==> config.mk <==
export PLATFORM = sky130hd
export DESIGN_NAME = trk_lpf_sched_flat
export DESIGN_NICKNAME = d
export VERILOG_FILES = /design/src/rtl/trk_lpf_sched_pkg.sv /design/src/rtl/trk_lpf_sched_if.sv /design/src/rtl/trk_lpf_sched_rr_pick.sv /design/src/rtl/trk_lpf_sched.sv /design/src/flat_wrapper.sv
export SDC_FILE = /design/constraint.sdc
export NUM_CORES = 1
export LEC_CHECK = 0
export ABC_CLOCK_PERIOD_IN_PS = 31400
export BUFFER_PORTS_ARGS = -buffer_cell sky130_fd_sc_hd__clkbuf_2
export CAP_MARGIN = 30
export CORE_MARGIN = 1.5
export CORE_UTILIZATION = 45
export CTS_CLUSTER_SIZE = 40
export DETAILED_ROUTE_END_ITERATION = 10
export GPL_TIMING_DRIVEN = 0
export PLACE_DENSITY_LB_ADDON = 0.12
export SLEW_MARGIN = 5
export SYNTH_ARGS = -nofsm -noshare
export SYNTH_HDL_FRONTEND = slang
export SYNTH_SLANG_ARGS = --single-unit
==> constraint.sdc <==
create_clock -name rx_clk -period 31.4 [get_ports rx_clk]
set_input_delay 0 -clock rx_clk [delete_from_list [all_inputs] [get_ports rx_clk]]
set_output_delay 0 -clock rx_clk [all_outputs]
set_load 0.02 [all_outputs]
==> src/rtl/trk_lpf_sched_pkg.sv <==
// Shared types and constants for the tracking loop-filter scheduler.
package trk_lpf_sched_pkg;

  // Width of discriminator values and FCW words.
  localparam int DW      = 32;
  // Default number of WAIT cycles before a filter transaction is abandoned.
  localparam int TMO_DEF = 255;

  typedef enum logic [1:0] {
    ST_IDLE  = 2'd0,
    ST_ISSUE = 2'd1,
    ST_WAIT  = 2'd2,
    ST_WB    = 2'd3
  } state_e;

endpackage

==> src/rtl/trk_lpf_sched_if.sv <==
// Start/done link between the scheduler (master) and the shared loop filter (slave).
//
// Handshake: lpf_start is a one-cycle pulse. lpf_sel and both lpf_*_disc are
// valid in the start cycle and stay stable until the filter answers. The filter
// answers with a one-cycle lpf_done pulse; lpf_car_fcw/lpf_prn_fcw are valid in
// that same cycle only. There is no back-pressure: the master never starts a new
// transaction before the previous one has completed or been abandoned, and a
// lpf_done arriving while no transaction is outstanding is ignored.
interface trk_lpf_sched_if #(
  parameter int SW = 2
);
  import trk_lpf_sched_pkg::*;

  logic          lpf_start;
  logic [SW-1:0] lpf_sel;
  logic [DW-1:0] lpf_pll_disc;
  logic [DW-1:0] lpf_dll_disc;
  logic          lpf_done;
  logic [DW-1:0] lpf_car_fcw;
  logic [DW-1:0] lpf_prn_fcw;

  modport master (
    output lpf_start, lpf_sel, lpf_pll_disc, lpf_dll_disc,
    input  lpf_done, lpf_car_fcw, lpf_prn_fcw
  );

  modport slave (
    input  lpf_start, lpf_sel, lpf_pll_disc, lpf_dll_disc,
    output lpf_done, lpf_car_fcw, lpf_prn_fcw
  );

endinterface

==> src/rtl/trk_lpf_sched_rr_pick.sv <==
// Combinational round-robin picker: first set bit of pend_i at or above ptr_i, with wrap.
module trk_lpf_sched_rr_pick #(
  parameter int NCH = 4,
  parameter int SW  = 2
) (
  input  logic [NCH-1:0] pend_i,
  input  logic [SW-1:0]  ptr_i,
  output logic           vld_o,
  output logic [SW-1:0]  idx_o
);

  logic [SW-1:0] j;

  // Scan from the farthest candidate down so the nearest pending channel wins.
  always_comb begin
    vld_o = 1'b0;
    idx_o = '0;
    j     = '0;
    for (int k = NCH - 1; k >= 0; k--) begin
      j = SW'((int'(ptr_i) + k) % NCH);
      if (pend_i[j]) begin
        vld_o = 1'b1;
        idx_o = j;
      end
    end
  end

endmodule

==> src/rtl/trk_lpf_sched.sv <==
// Shares one PLL/DLL loop-filter engine across NCH tracking channels: buffers
// each channel's discriminators at its dump, issues channels round-robin to the
// filter and writes the returned FCWs into per-channel NCO registers.
module trk_lpf_sched
  import trk_lpf_sched_pkg::*;
#(
  parameter int NCH = 4,
  parameter int SW  = 2,
  parameter int TMO = TMO_DEF
) (
  input  logic              rx_clk,
  input  logic              rx_rst,
  input  logic [NCH-1:0]    ch_req,
  input  logic [NCH*DW-1:0] ch_pll_disc,
  input  logic [NCH*DW-1:0] ch_dll_disc,
  output logic [NCH-1:0]    ch_ack,
  output logic [NCH-1:0]    ch_ovf,
  input  logic [NCH-1:0]    ovf_clr,
  output logic [NCH*DW-1:0] ch_car_fcw,
  output logic [NCH*DW-1:0] ch_prn_fcw,
  trk_lpf_sched_if.master   lpf,
  output logic              tmo_err,
  output state_e            dbg_state_o
);

  localparam int CW = $clog2(TMO + 1);

  state_e            state_q, state_d;
  logic [SW-1:0]     sel_q, sel_d, rr_q, rr_d, sel_nxt;
  logic [DW-1:0]     pll_q, pll_d, dll_q, dll_d;
  logic [DW-1:0]     car_res_q, car_res_d, prn_res_q, prn_res_d;
  logic [CW-1:0]     cnt_q, cnt_d;
  logic              tmo_q, tmo_d;
  logic [NCH-1:0]    pend_q, pend_d, ovf_q, ovf_d, issue_vec, ack_s;
  logic [NCH*DW-1:0] dbuf_pll_q, dbuf_pll_d, dbuf_dll_q, dbuf_dll_d;
  logic [NCH*DW-1:0] car_q, car_d, prn_q, prn_d;
  logic              pick_vld, start_s;
  logic [SW-1:0]     pick_idx;

  trk_lpf_sched_rr_pick #(.NCH(NCH), .SW(SW)) u_pick (
    .pend_i (pend_q),
    .ptr_i  (rr_q),
    .vld_o  (pick_vld),
    .idx_o  (pick_idx)
  );

  assign sel_nxt = (int'(sel_q) == NCH - 1) ? '0 : sel_q + 1'b1;

  // Per-channel capture, pending/overrun bookkeeping and FCW write-back.
  always_comb begin
    issue_vec = '0;
    if (state_q == ST_ISSUE) issue_vec[sel_q] = 1'b1;
    // A request in the channel's own ISSUE cycle re-arms pend without overrun.
    pend_d     = ch_req | (pend_q & ~issue_vec);
    ovf_d      = (ch_req & pend_q & ~issue_vec) | (ovf_q & ~ovf_clr);
    dbuf_pll_d = dbuf_pll_q;
    dbuf_dll_d = dbuf_dll_q;
    for (int i = 0; i < NCH; i++) begin
      if (ch_req[i]) begin
        dbuf_pll_d[i*DW +: DW] = ch_pll_disc[i*DW +: DW];
        dbuf_dll_d[i*DW +: DW] = ch_dll_disc[i*DW +: DW];
      end
    end
    car_d = car_q;
    prn_d = prn_q;
    if (state_q == ST_WB) begin
      car_d[int'(sel_q)*DW +: DW] = car_res_q;
      prn_d[int'(sel_q)*DW +: DW] = prn_res_q;
    end
  end

  // Scheduler FSM: next state, issue registers and start/ack pulses.
  always_comb begin
    state_d   = state_q;
    sel_d     = sel_q;
    pll_d     = pll_q;
    dll_d     = dll_q;
    rr_d      = rr_q;
    cnt_d     = cnt_q;
    tmo_d     = tmo_q;
    car_res_d = car_res_q;
    prn_res_d = prn_res_q;
    start_s   = 1'b0;
    ack_s     = '0;
    unique case (state_q)
      ST_IDLE: begin
        if (pick_vld) begin
          sel_d   = pick_idx;
          // A fresh dump on the granted channel this cycle supersedes the buffer.
          pll_d   = ch_req[pick_idx] ? ch_pll_disc[int'(pick_idx)*DW +: DW]
                                     : dbuf_pll_q[int'(pick_idx)*DW +: DW];
          dll_d   = ch_req[pick_idx] ? ch_dll_disc[int'(pick_idx)*DW +: DW]
                                     : dbuf_dll_q[int'(pick_idx)*DW +: DW];
          state_d = ST_ISSUE;
        end
      end
      ST_ISSUE: begin
        start_s       = 1'b1;
        ack_s[sel_q]  = 1'b1;
        cnt_d         = '0;
        state_d       = ST_WAIT;
      end
      ST_WAIT: begin
        if (lpf.lpf_done) begin
          car_res_d = lpf.lpf_car_fcw;
          prn_res_d = lpf.lpf_prn_fcw;
          state_d   = ST_WB;
        end else if (cnt_q == CW'(TMO - 1)) begin
          // Filter never answered: keep old FCWs and move on to the next channel.
          tmo_d   = 1'b1;
          rr_d    = sel_nxt;
          state_d = ST_IDLE;
        end else begin
          cnt_d = cnt_q + 1'b1;
        end
      end
      ST_WB: begin
        rr_d    = sel_nxt;
        state_d = ST_IDLE;
      end
      default: state_d = ST_IDLE;
    endcase
  end

  // FSM and filter-side registers.
  always_ff @(posedge rx_clk or posedge rx_rst) begin
    if (rx_rst) begin
      state_q   <= ST_IDLE;
      sel_q     <= '0;
      pll_q     <= '0;
      dll_q     <= '0;
      rr_q      <= '0;
      cnt_q     <= '0;
      tmo_q     <= 1'b0;
      car_res_q <= '0;
      prn_res_q <= '0;
    end else begin
      state_q   <= state_d;
      sel_q     <= sel_d;
      pll_q     <= pll_d;
      dll_q     <= dll_d;
      rr_q      <= rr_d;
      cnt_q     <= cnt_d;
      tmo_q     <= tmo_d;
      car_res_q <= car_res_d;
      prn_res_q <= prn_res_d;
    end
  end

  // Channel-side registers: pending bits, overrun flags, buffers, FCW slots.
  always_ff @(posedge rx_clk or posedge rx_rst) begin
    if (rx_rst) begin
      pend_q     <= '0;
      ovf_q      <= '0;
      dbuf_pll_q <= '0;
      dbuf_dll_q <= '0;
      car_q      <= '0;
      prn_q      <= '0;
    end else begin
      pend_q     <= pend_d;
      ovf_q      <= ovf_d;
      dbuf_pll_q <= dbuf_pll_d;
      dbuf_dll_q <= dbuf_dll_d;
      car_q      <= car_d;
      prn_q      <= prn_d;
    end
  end

  assign lpf.lpf_start    = start_s;
  assign lpf.lpf_sel      = sel_q;
  assign lpf.lpf_pll_disc = pll_q;
  assign lpf.lpf_dll_disc = dll_q;
  assign ch_ack           = ack_s;
  assign ch_ovf           = ovf_q;
  assign ch_car_fcw       = car_q;
  assign ch_prn_fcw       = prn_q;
  assign tmo_err          = tmo_q;
  assign dbg_state_o      = state_q;

endmodule

==> src/flat_wrapper.sv <==
// flat-port wrapper written by rule: the top's interface ports become plain ports
module trk_lpf_sched_flat import trk_lpf_sched_pkg::*;
#(
  parameter int NCH = 4,
  parameter int SW  = 2,
  parameter int TMO = TMO_DEF
)
  (rx_clk, rx_rst, ch_req, ch_pll_disc, ch_dll_disc, ch_ack, ch_ovf, ovf_clr, ch_car_fcw, ch_prn_fcw, tmo_err, dbg_state_o, lpf_lpf_start, lpf_lpf_sel, lpf_lpf_pll_disc, lpf_lpf_dll_disc, lpf_lpf_done, lpf_lpf_car_fcw, lpf_lpf_prn_fcw);
  trk_lpf_sched_if #(.SW(SW)) lpf_i ();
  input  logic rx_clk;
  input  logic rx_rst;
  input  logic [NCH-1:0] ch_req;
  input  logic [NCH*DW-1:0] ch_pll_disc;
  input  logic [NCH*DW-1:0] ch_dll_disc;
  output logic [NCH-1:0] ch_ack;
  output logic [NCH-1:0] ch_ovf;
  input  logic [NCH-1:0] ovf_clr;
  output logic [NCH*DW-1:0] ch_car_fcw;
  output logic [NCH*DW-1:0] ch_prn_fcw;
  output logic tmo_err;
  output state_e dbg_state_o;
  output wire logic [$bits(lpf_i.lpf_start)-1:0] lpf_lpf_start;
  output wire logic [$bits(lpf_i.lpf_sel)-1:0] lpf_lpf_sel;
  output wire logic [$bits(lpf_i.lpf_pll_disc)-1:0] lpf_lpf_pll_disc;
  output wire logic [$bits(lpf_i.lpf_dll_disc)-1:0] lpf_lpf_dll_disc;
  input wire logic [$bits(lpf_i.lpf_done)-1:0] lpf_lpf_done;
  input wire logic [$bits(lpf_i.lpf_car_fcw)-1:0] lpf_lpf_car_fcw;
  input wire logic [$bits(lpf_i.lpf_prn_fcw)-1:0] lpf_lpf_prn_fcw;
  assign lpf_lpf_start = lpf_i.lpf_start;
  assign lpf_lpf_sel = lpf_i.lpf_sel;
  assign lpf_lpf_pll_disc = lpf_i.lpf_pll_disc;
  assign lpf_lpf_dll_disc = lpf_i.lpf_dll_disc;
  assign lpf_i.lpf_done = lpf_lpf_done;
  assign lpf_i.lpf_car_fcw = lpf_lpf_car_fcw;
  assign lpf_i.lpf_prn_fcw = lpf_lpf_prn_fcw;
  trk_lpf_sched #(.NCH(NCH), .SW(SW), .TMO(TMO)) u_core (.rx_clk(rx_clk), .rx_rst(rx_rst), .ch_req(ch_req), .ch_pll_disc(ch_pll_disc), .ch_dll_disc(ch_dll_disc), .ch_ack(ch_ack), .ch_ovf(ch_ovf), .ovf_clr(ovf_clr), .ch_car_fcw(ch_car_fcw), .ch_prn_fcw(ch_prn_fcw), .lpf(lpf_i), .tmo_err(tmo_err), .dbg_state_o(dbg_state_o));
endmodule
After elaboration in Yosys (flattened, before gate mapping)
Index checks and enable logic that the tools add are counted.
W data, S select, Z words.
Cells by class
  eq/ne operators: 10
  muxes and demuxes: 37
  bitwise operators: 9
  $lt $le $gt $ge: 7
  reductions and logical operators: 10
  shifts and indexed selects: 7
  $add $sub $neg: 6
Operators with widths (count)
  $shiftx A128 B8 Y32: 4
  $bwmux W128: 2
  $shiftx A32 B33 Y128: 2
  $shift A32 B33 Y128 const A: 1
  $mux W32: 2
  $neg A7 Y33: 1
  $mux W2: 10
  $lt A2 B3 Y1 const B: 6
  $and A4 B4 Y4: 4
  $mux W8: 2
  $pmux W8 S2: 1
  $mux W1: 11
  $bmux W1 S2: 5
  $reduce_and A3 Y1: 3
  $add A8 B1 Y8 const B: 1
  $eq A8 B8 Y1 const B: 1
  $not A4 Y4: 2
  $or A4 B4 Y4: 2
  $pmux W2 S4: 1
  $reduce_and A2 Y1: 3
  $add A2 B1 Y2 const B: 2
  $add A2 B2 Y2 const B: 2
  $eq A2 B1 Y1 const B: 2
  $eq A2 B2 Y1 const B: 2
  other kinds (11): 14
Word-level totals
  register bits after elaboration: 663
  output and inout bits: 334
  word-level logic and storage cells: 107

Logic depth before layout (Yosys ltp)
Gate-level depths: netlist of the first run.
  depth in word-level cells: 10
  gate-level depth with buffers: 10
  gate-level depth less buffers: 8

Modules after synthesis
From an unflattened synthesis of the first run, not the netlist that was laid out.
Unflattened totals
  cells, all modules: 1967
  area total of the unflattened synthesis: 28240.8 um^2
Modules (own cells, without submodules)
  trk_lpf_sched: sequential area each 16590.9 um^2, instances 1, area an instance 28163.3 um^2, cells each 1954
  trk_lpf_sched_rr_pick: sequential area each 0.0 um^2, instances 1, area an instance 77.6 um^2, cells each 13

Least setup slack after synthesis of the first run
OpenSTA, ideal clock, no wires.
  kind: flip-flop to flip-flop
  start point: register u_core.sel_q[0], in the netlist u_core.lpf.lpf_sel[0]
  end point: register u_core.car_q[64], in the netlist u_core.ch_car_fcw[64]
  buffers on the path: 1
  stages on the path, launching flop included: 7
  data required time: 31.334 ns
  path slack: 28.868 ns
  period minus slack after synthesis: 2.532 ns
  setup time: 0.066 ns
  data arrival time: 2.465 ns
  path through: dfrtp_1 > inv_1 > ha_1 > inv_1 > nor4_1 > clkbuf_1 > a22o_1
Between the ends
  word-level cells in the longest chain between the ends: 3
  elaborated cells between the ends (all ways): 4
Ends and longest elaborated chain
  start: declaration: RTL line trk_lpf_sched.sv:29  | logic [SW-1:0] sel_q, sel_d, rr_q, rr_d, sel_nxt;
  start signal: assignment: RTL line trk_lpf_sched.sv:139  | sel_q <= sel_d;
  $neg A7 Y33 (*): RTL line trk_lpf_sched.sv:67  | car_d[int'(sel_q)*DW +: DW] = car_res_q;
  $shiftx A32 B33 Y128 / $shift A32 B33 Y128 (equally long branches): RTL line trk_lpf_sched.sv:67
  $bwmux W128 (*): RTL line trk_lpf_sched.sv:67
  end signal: assignment: RTL line trk_lpf_sched.sv:164  | car_q <= car_d;
  end: declaration: RTL line trk_lpf_sched.sv:36  | logic [NCH*DW-1:0] car_q, car_d, prn_q, prn_d;
Every way passes the cells marked *; elsewhere a longest branch is shown, timed or not.
A chain may end at the register's enable or synchronous reset.

Worst setup path in the final report of the first run
  start point: register u_core.pend_q[0]
  end point: register u_core.pll_q[20], in the netlist u_core.lpf.lpf_pll_disc[20]
Between the ends
  word-level cells in the longest chain between the ends: 9
  elaborated cells between the ends (all ways): 22
Ends and longest elaborated chain
  start: declaration: RTL line trk_lpf_sched.sv:34  | logic [NCH-1:0] pend_q, pend_d, ovf_q, ovf_d, issue_vec, ack_s;
  start signal: assignment: RTL line trk_lpf_sched.sv:160  | pend_q <= pend_d;
  branches (longest 9 deep; another with $shiftx A128 B8 Y32)
  end signal: assignment: RTL line trk_lpf_sched.sv:140  | pll_q <= pll_d;
  end: declaration: RTL line trk_lpf_sched.sv:30  | logic [DW-1:0] pll_q, pll_d, dll_q, dll_d;
Several ways; the timed one is not identified. The select of a mux whose other input is x is not followed.

==> results of run 1 <==
[cells in the final DEF, fill, tap and decap left out, drive strengths merged, types with 64 or more instances in the layout]
cell         instances
clkbuf             997
dfrtp              663
dlygate4sd3        371
a22o               327
mux2               257
nand2              153
nor2               139
nand4              131
nand2b              75
a2111oi             74
o21ai               71
buf                 70
nand3               64
or4                 64
o311ai              64
[registers in the layout, indices dropped and copies added (netlist names), 8 cells and up]
register / cells
u_core.ch_car_fcw: 128
u_core.dbuf_pll_q: 128
u_core.cnt_q: 8
u_core.dbuf_dll_q: 128
u_core.ch_prn_fcw: 128
u_core.prn_res_q: 32
u_core.lpf.lpf_pll_disc: 32
u_core.lpf.lpf_dll_disc: 32
u_core.car_res_q: 32
[metal layers]
metal  up-vias  share of wire, %
met3       342               8.4
met4        24               4.7
met2      1509                48
met1     15025                39
li1      12794                 -
met5         -              0.14
[metrics by stage]
step           cell area (um2)  hold slack (ps)  instances  setup slack [ps]
6_report                 42390            87.61       4913             27690
5_1_grt                  42380            114.4       4907             27600
4_1_cts                  42330            63.60       4895             27710
3_5_place_dp             36010            101.5       4389             27720
3_3_place_gp             35750            180.0       4378              5735
2_1_floorplan            31270            96.45       2785             12820
[final cells by class]
class                   count  area (um2)
multi-input cells        1817       13500
clock buffers             103        2102
plain buffers             290        1167
diodes                     17       42.54
clock inverters            32       505.5
fillers                  5696       26320
inverters                  15       63.81
repair buffers           1045        7251
flip-flops and latches    663       16590
well taps                 931        1165
[where the power goes]
group,leakage (nW),internal [mW],total (mW),switching (mW)
combinational,9.82,0.552,1.55,1.00
clock,1.28,0.556,0.937,0.380
sequential,8.43,1.08,1.28,0.203
total,19.5,2.19,3.77,1.59
[kinds of logic after synthesis]
kind of cell	after synthesis	share of synthesized area, %
xor gates and xnor gates	6	0.1680
adders and majority gates	10	0.4001
and+or+nand+nor	869	15.63
DFF	663	53.05
AOI/OAI and AO/OA	672	17.47
muxes	260	9.363
buffers and inverters	305	3.913
[path summary, 6_finish.rpt]
kind	start	end	slack (ps)
min reg2reg	u_core.tmo_err$_DFFE_PP0P_	u_core.tmo_err$_DFFE_PP0P_	480
max in group asynchronous	rx_rst	u_core.dbuf_dll_q[44]$_DFFE_PP0P_	29130
max reg2reg	u_core.pend_q[0]$_DFF_PP0_	u_core.lpf.lpf_pll_disc[20]$_DFFE_PP0P_	27690
min in group asynchronous	rx_rst	u_core.ch_car_fcw[73]$_DFFE_PP0P_	600
min	ovf_clr[0]	u_core.ch_ovf[0]$_DFF_PP0_	90
max	u_core.pend_q[0]$_DFF_PP0_	u_core.lpf.lpf_pll_disc[20]$_DFFE_PP0P_	27690
[critical path: stages, from the launching register on]
cell	delay [ps]
dfrtp_1	470
and2_4	190
and2_4	150
nor3_2	380
buf_4	390
buf_2	500
clkbuf_1	540
a2111oi_0	170
a211oi_1	600
o21ai_1	130
==> results list, run 1 <==
* Number of violations reported at the end of detailed-routing iteration 0: 3014
- Across the VDD grid, the largest voltage drop is 54.34 uV.
* Worst path arrival time: 4180 ps
* P per Cell Area: 89.02 nW/um2
- TritonCTS built the clock tree.
- Layout cells sized above 1: 29.38%
* Skew final: 26.46 ps
- Hold-critical path depth: 3
- Number of distinct library cells after synthesis: 53
- Counting flops with a built-in enable in the synthesized netlist gives 0.
- Clock Sinks: 663
* GR Util met3: 8.783%
* Layout overhead on the synthesized area: 35.56%
- In this run, post-CTS repair resized a total of 0 instances.
- Initial Utilization: 45.51%
- The number of antenna violations at the first check in global routing is 30.
- Crit. End Element: flop
- Global placement routability congestion: 0.9293
- Summed over all instances, the cell type with the most area after synthesis is dfrtp_1.
* Total DRC errors in the routed layout: 0
* Setup violation total in the final timing report: 0
* Final Critical Period: 3708 ps
- The floorplan has 96 rows.
- In the routed layout, each cell is associated on average with a via count of 6.044.
- Dividing the detail-routed wire length by the instance count gives 26.04 um.
- For the pin with the worst max-slew slack, the measured transition is 1075 ps.
- The detail route stage leaves a number of antenna-violating nets equal to 0.
* Max_slew headroom: 26.51%
- For this run, the share of the core covered by cells in the final layout is 61.70%.
- Required time of the worst setup path: 31870 ps
- Yosys synthesis warning count: 0
- Launching element type of the critical path: flop
- Clock transition at the registers of the reported paths: 60 ps
* Overall die width: 266.6 um
* Cell with the most instances after synthesis: dfrtp_1
* Total of max-cap violations: 0
- Fraction of the yosys area taken by sequential cells: 53.05%
* Outcome: completed
- The die is 266.6 um tall.
* Setup Buffers After CTS: 0
* Most frequent cells after synthesis: dfrtp_1, a22o_1, mux2_2, clkbuf_1, nand2_1
- The completed layout was analyzed and its total power is 3.774 mW.
* Final Routed Wirelength: 127.9 mm
* Final Max Slew Viols: 0
- A synthesized cell averages 11.23 um2.
- The first global-routing pass estimated 188.7 mm of wire.
* Total negative setup slack: 0 ps
- Maximum number of buffers from clock root to sink: 3
* Achievable Freq: 269.7 MHz
- For this run, the post-layout net count is 4248.
- Total number of H-tree levels: 3
* Maximum number of pins on one net before global-route repair: 128
* Clock latency reported for the late side of the worst-skew pair: 630 ps
- Cell depth of the worst flop-to-flop path: 9
- Final Hold Violating Endpoints: 0
- PortBufs: 662
- During I/O placement, the number of pins put on the boundary was 665.
- Global routing met2 resource utilization: 58.22%
- After synthesis the netlist holds a flip-flop and latch count of 663.
- Grt met1 use: 42.98%
* Remaining Overflow, GRT: 0
* Syn Nets: 3126
- After layout, the worst path uses 11.81% of the clock period.
- Clock tree root buffer cell: clkbuf_16
- Pleak: 19.53 nW
- In this run, CTS created clock tree buffers numbering 75.
- Summing over every cut layer, the via total after detailed routing is 29694.
- Setup repair after global routing left no endpoint under its margin.
* Floorplan die area: 71080 um2
- Global Route Usage Sum: 35.13%
- First-pass DRT Iterations: 7
- For this design, the CTS-stage hold fixing added 371 buffers.
- Synthesis produced a netlist whose cell count is 2785.
- The region available for standard cell placement spans 68710 um2.
- After global routing, the most crowded layer is met2.
- In this run the cell area of the synthesized design comes to 31270 um2.
- Crit-path max FO: 10
- Synth top area share: 53.05%
- Of all flip-flops after synthesis, the portion carrying an async set or reset was 100.0%.
* Class of the tightest hold or removal check: in2reg
- Setup Crit Path Kind: reg2reg
- Top cells by area, synth: dfrtp_1, mux2_2, a22o_1
- The wire-length estimate of the detail-placed layout is 92.28 mm.
- Most used flip-flop cell after synthesis: dfrtp_1
- The number of global-route vias before repair came to 30431.
(Power assumes the default switching activity.)
==> run 2: changes to the inputs <==
- ABC_CLOCK_PERIOD_IN_PS: 31400 -> 3200
- clock period: 31.4 -> 3.2 ns (I/O delays scaled with it)
==> results list, run 2 (same netlist as run 1, synthesis figures left out) <==
- The TritonCTS sink count was 663 (unchanged).
* Outcome: completed
- Global placement routability congestion: 0.9336 (+0.46%)
- The number of global-route vias before repair is 30597 (+0.55%).
- The final total power came to 37.02 mW (+880%).
- The maximum net fanout on the critical path is 10 (unchanged).
- The number of post-CTS setup repair buffers came to 0 (unchanged).
- The number of routed nets with antenna violations came to 0 (unchanged).
- The global routing usage on met2 came to 59.87% (+1.6 points).
- Remaining Overflow, GRT: 0 (unchanged)
- Grt met1 use: 43.59% (+0.62 points)
- PortBufs: 662 (unchanged)
- Post-place instance area: 36310 um2 (+0.82%)
- Worst slew pin tran: 922.6 ps (-152.0 ps)
* Setup Crit Path Kind: reg2reg
- Number of primary I/O pins: 665 (unchanged)
- The die width was 266.6 um (unchanged).
* Most utilized layer in the global route result: met2
- The iteration-0 DRC count of the detailed router came to 2813 (-6.7%).
- TritonCTS buffer count: 75 (unchanged)
- Final Routed Wirelength: 128.8 mm (+0.73%)
- Most common cell after layout, fill and taps aside: clkbuf_2
- The effective utilization at floorplan was 45.51% (unchanged).
* Final Critical Period: 3114 ps (-594.5 ps)
- Post-layout instance area: 42730 um2 (+0.79%)
- Unrepaired setup endpoints after global routing: false
- The area of the multi-input gates was 13590 um2 (+0.64%).
* GR Util met3: 8.792% (+0.0092 points)
- Maximum number of buffers from clock root to sink: 3 (unchanged)
- Total of max-cap violations: 0 (unchanged)
* Class of the tightest hold or removal check: in2reg
- Layout cells sized above 1: 30.10% (+0.72 points)
* Final Hold Violating Endpoints: 0 (unchanged)
- The max-slew headroom at the worst pin is 38.50% (+12 points).
- Final worst path period share: 97.30% (+85 points)
- Filler cell count in the final layout: 5557 (-2.4%)
- The total power per unit cell area is 866.5 nW/um2 (+870%).
- The worst-case clock skew was 27.20 ps (+0.7395 ps).
* Final cell utilization of the core: 62.19% (+0.49 points)
- The number of H-tree levels came to 3 (unchanged).
- The arrival time at the worst endpoint was 3670 ps (-510 ps).
* Required time of the worst setup path: 3750 ps (-28120 ps)
- CTS tree: yes
- The worst setup timing slack at the placement stage was -426.7 ps (-28150 ps).
- Y dimension of the die: 266.6 um (unchanged)
- Number of antenna violations at the first check in global routing: 32 (+6.7%)
* Clock tree root buffer cell: clkbuf_16
- Crit. End Element: flop
- First-pass DRT Iterations: 6 (-1)
* Setup violation total in the final timing report: 0 (unchanged)
- Final Net Count: 4263 (+0.35%)
- The worst voltage drop across the vdd grid came to 674.2 uV (+1100%).
- In the layout the commonest cells are clkbuf_2, dfrtp_1, dlygate4sd3_1.
- Average wire length per cell after detail routing: 26.15 um (+0.44%)
- The half-perimeter wire length of the detailed placement result was 94.50 mm (+2.4%).
* Clock latency reported for the late side of the worst-skew pair: 650 ps (+20 ps)
- Clock transition at the registers of the reported paths: 60 ps (about the same)
- Final Max Slew Viols: 0 (unchanged)
- Floorplan die area: 71080 um2 (unchanged)
* Core region area: 68710 um2 (unchanged)
* Maximum number of pins on one net before global-route repair: 44 (-66%)
- Wire length of the first global-routing pass: 191.4 mm (+1.5%)
* Final instance count without filler cells: 4927 (+0.28%)
* Layout overhead on the synthesized area: 36.63%
- The total negative slack was 0 ps (unchanged).
* Pleak: 19.68 nW (+0.76%)
* Global Route Usage Sum: 35.67% (+0.54 points)
* Achievable Freq: 321.2 MHz (+19%)
- Total instance count after detailed placement: 4406 (+0.39%)
- Total number of vias: 29751 (+0.19%)
* Launching element type of the critical path: flop
- The standard-cell row count is 96 (unchanged).
* Area of all sequential standard cells: 16590 um2 (unchanged)
- Total DRC errors in the routed layout: 0 (unchanged)
- Hold Worst Slack: 80.57 ps (-7.039 ps)
* Post-route setup slack: 86.49 ps (-27610 ps)
- The number of vias per cell came to 6.038 (about the same).
[run 2: changes by cell type in the layout (fill, tap and decap cells not counted), moves of 6 or more]
cell	previous run	this run
clkbuf_1	248	239
a2111oi_1	0	21
a2111oi_2	0	6
clkbuf_2	662	670
bufinv_16	10	3
a2111oi_0	74	47
buf_12	0	18
clkbuf_8	12	22
[run 2: worst paths after layout]
| path | from | endpoint | slack (ps) | cells after the start |
|---|---|---|---|---|
| min in group asynchronous | rx_rst | u_core.dbuf_pll_q[84]$_DFFE_PP0P_ | 550 | 4 |
| max in group asynchronous | rx_rst | u_core.ch_prn_fcw[32]$_DFFE_PP0P_ | 960 | 9 |
| worst max register to register | u_core.pend_q[0]$_DFF_PP0_ | u_core.lpf.lpf_pll_disc[30]$_DFFE_PP0P_ | 90 | 9 |
| worst max-delay path | u_core.pend_q[0]$_DFF_PP0_ | u_core.lpf.lpf_pll_disc[30]$_DFFE_PP0P_ | 90 | 9 |
| worst min-delay path | ovf_clr[1] | u_core.ch_ovf[1]$_DFF_PP0_ | 80 | 3 |
| worst min register to register | u_core.tmo_err$_DFFE_PP0P_ | u_core.tmo_err$_DFFE_PP0P_ | 470 | 1 |
[run 2: worst max-delay path, stage by stage, from the launching register on]
cell	delay [ps]
dfrtp_1	460
nor2b_1	200
o21bai_2	240
buf_2	340
buf_2	350
buf_2	300
nand4_1	120
a2111oi_0	690
a211oi_1	200
o21ai_1	120
[run 2: final cells by class]
class	instances	area share [%]
diodes	16	0.09371
plain buffers	289	2.750
clock buffers	112	5.283
clock inverters	23	0.7321
inverters	15	0.1406
multi-input cells	1817	31.81
flip-flops and latches	663	38.83
well taps	931	2.726
repair buffers	1061	17.64
[run 2: timing repair]
item                       CTS  global route
setup endpoints to repair   35           107
hold endpoints to repair   512             0
hold buffers               371             0
resized for setup           21            31
[run 2: metal layers]
metal / vias to the layer above / wire, um
met4: 34 / 5827
li1: 12831 / -
met5: - / 228
met2: 1523 / 62550
met3: 358 / 11250
met1: 15005 / 48980
[run 2: report_power, final]
part	internal, mW	leakage, nW	switching [mW]	total (mW)
Combinational	5.51	9.98	9.95	15.5
Sequential	10.6	8.43	1.98	12.6
Clock	5.19	1.27	3.80	8.99
Total	21.3	19.7	15.7	37.0
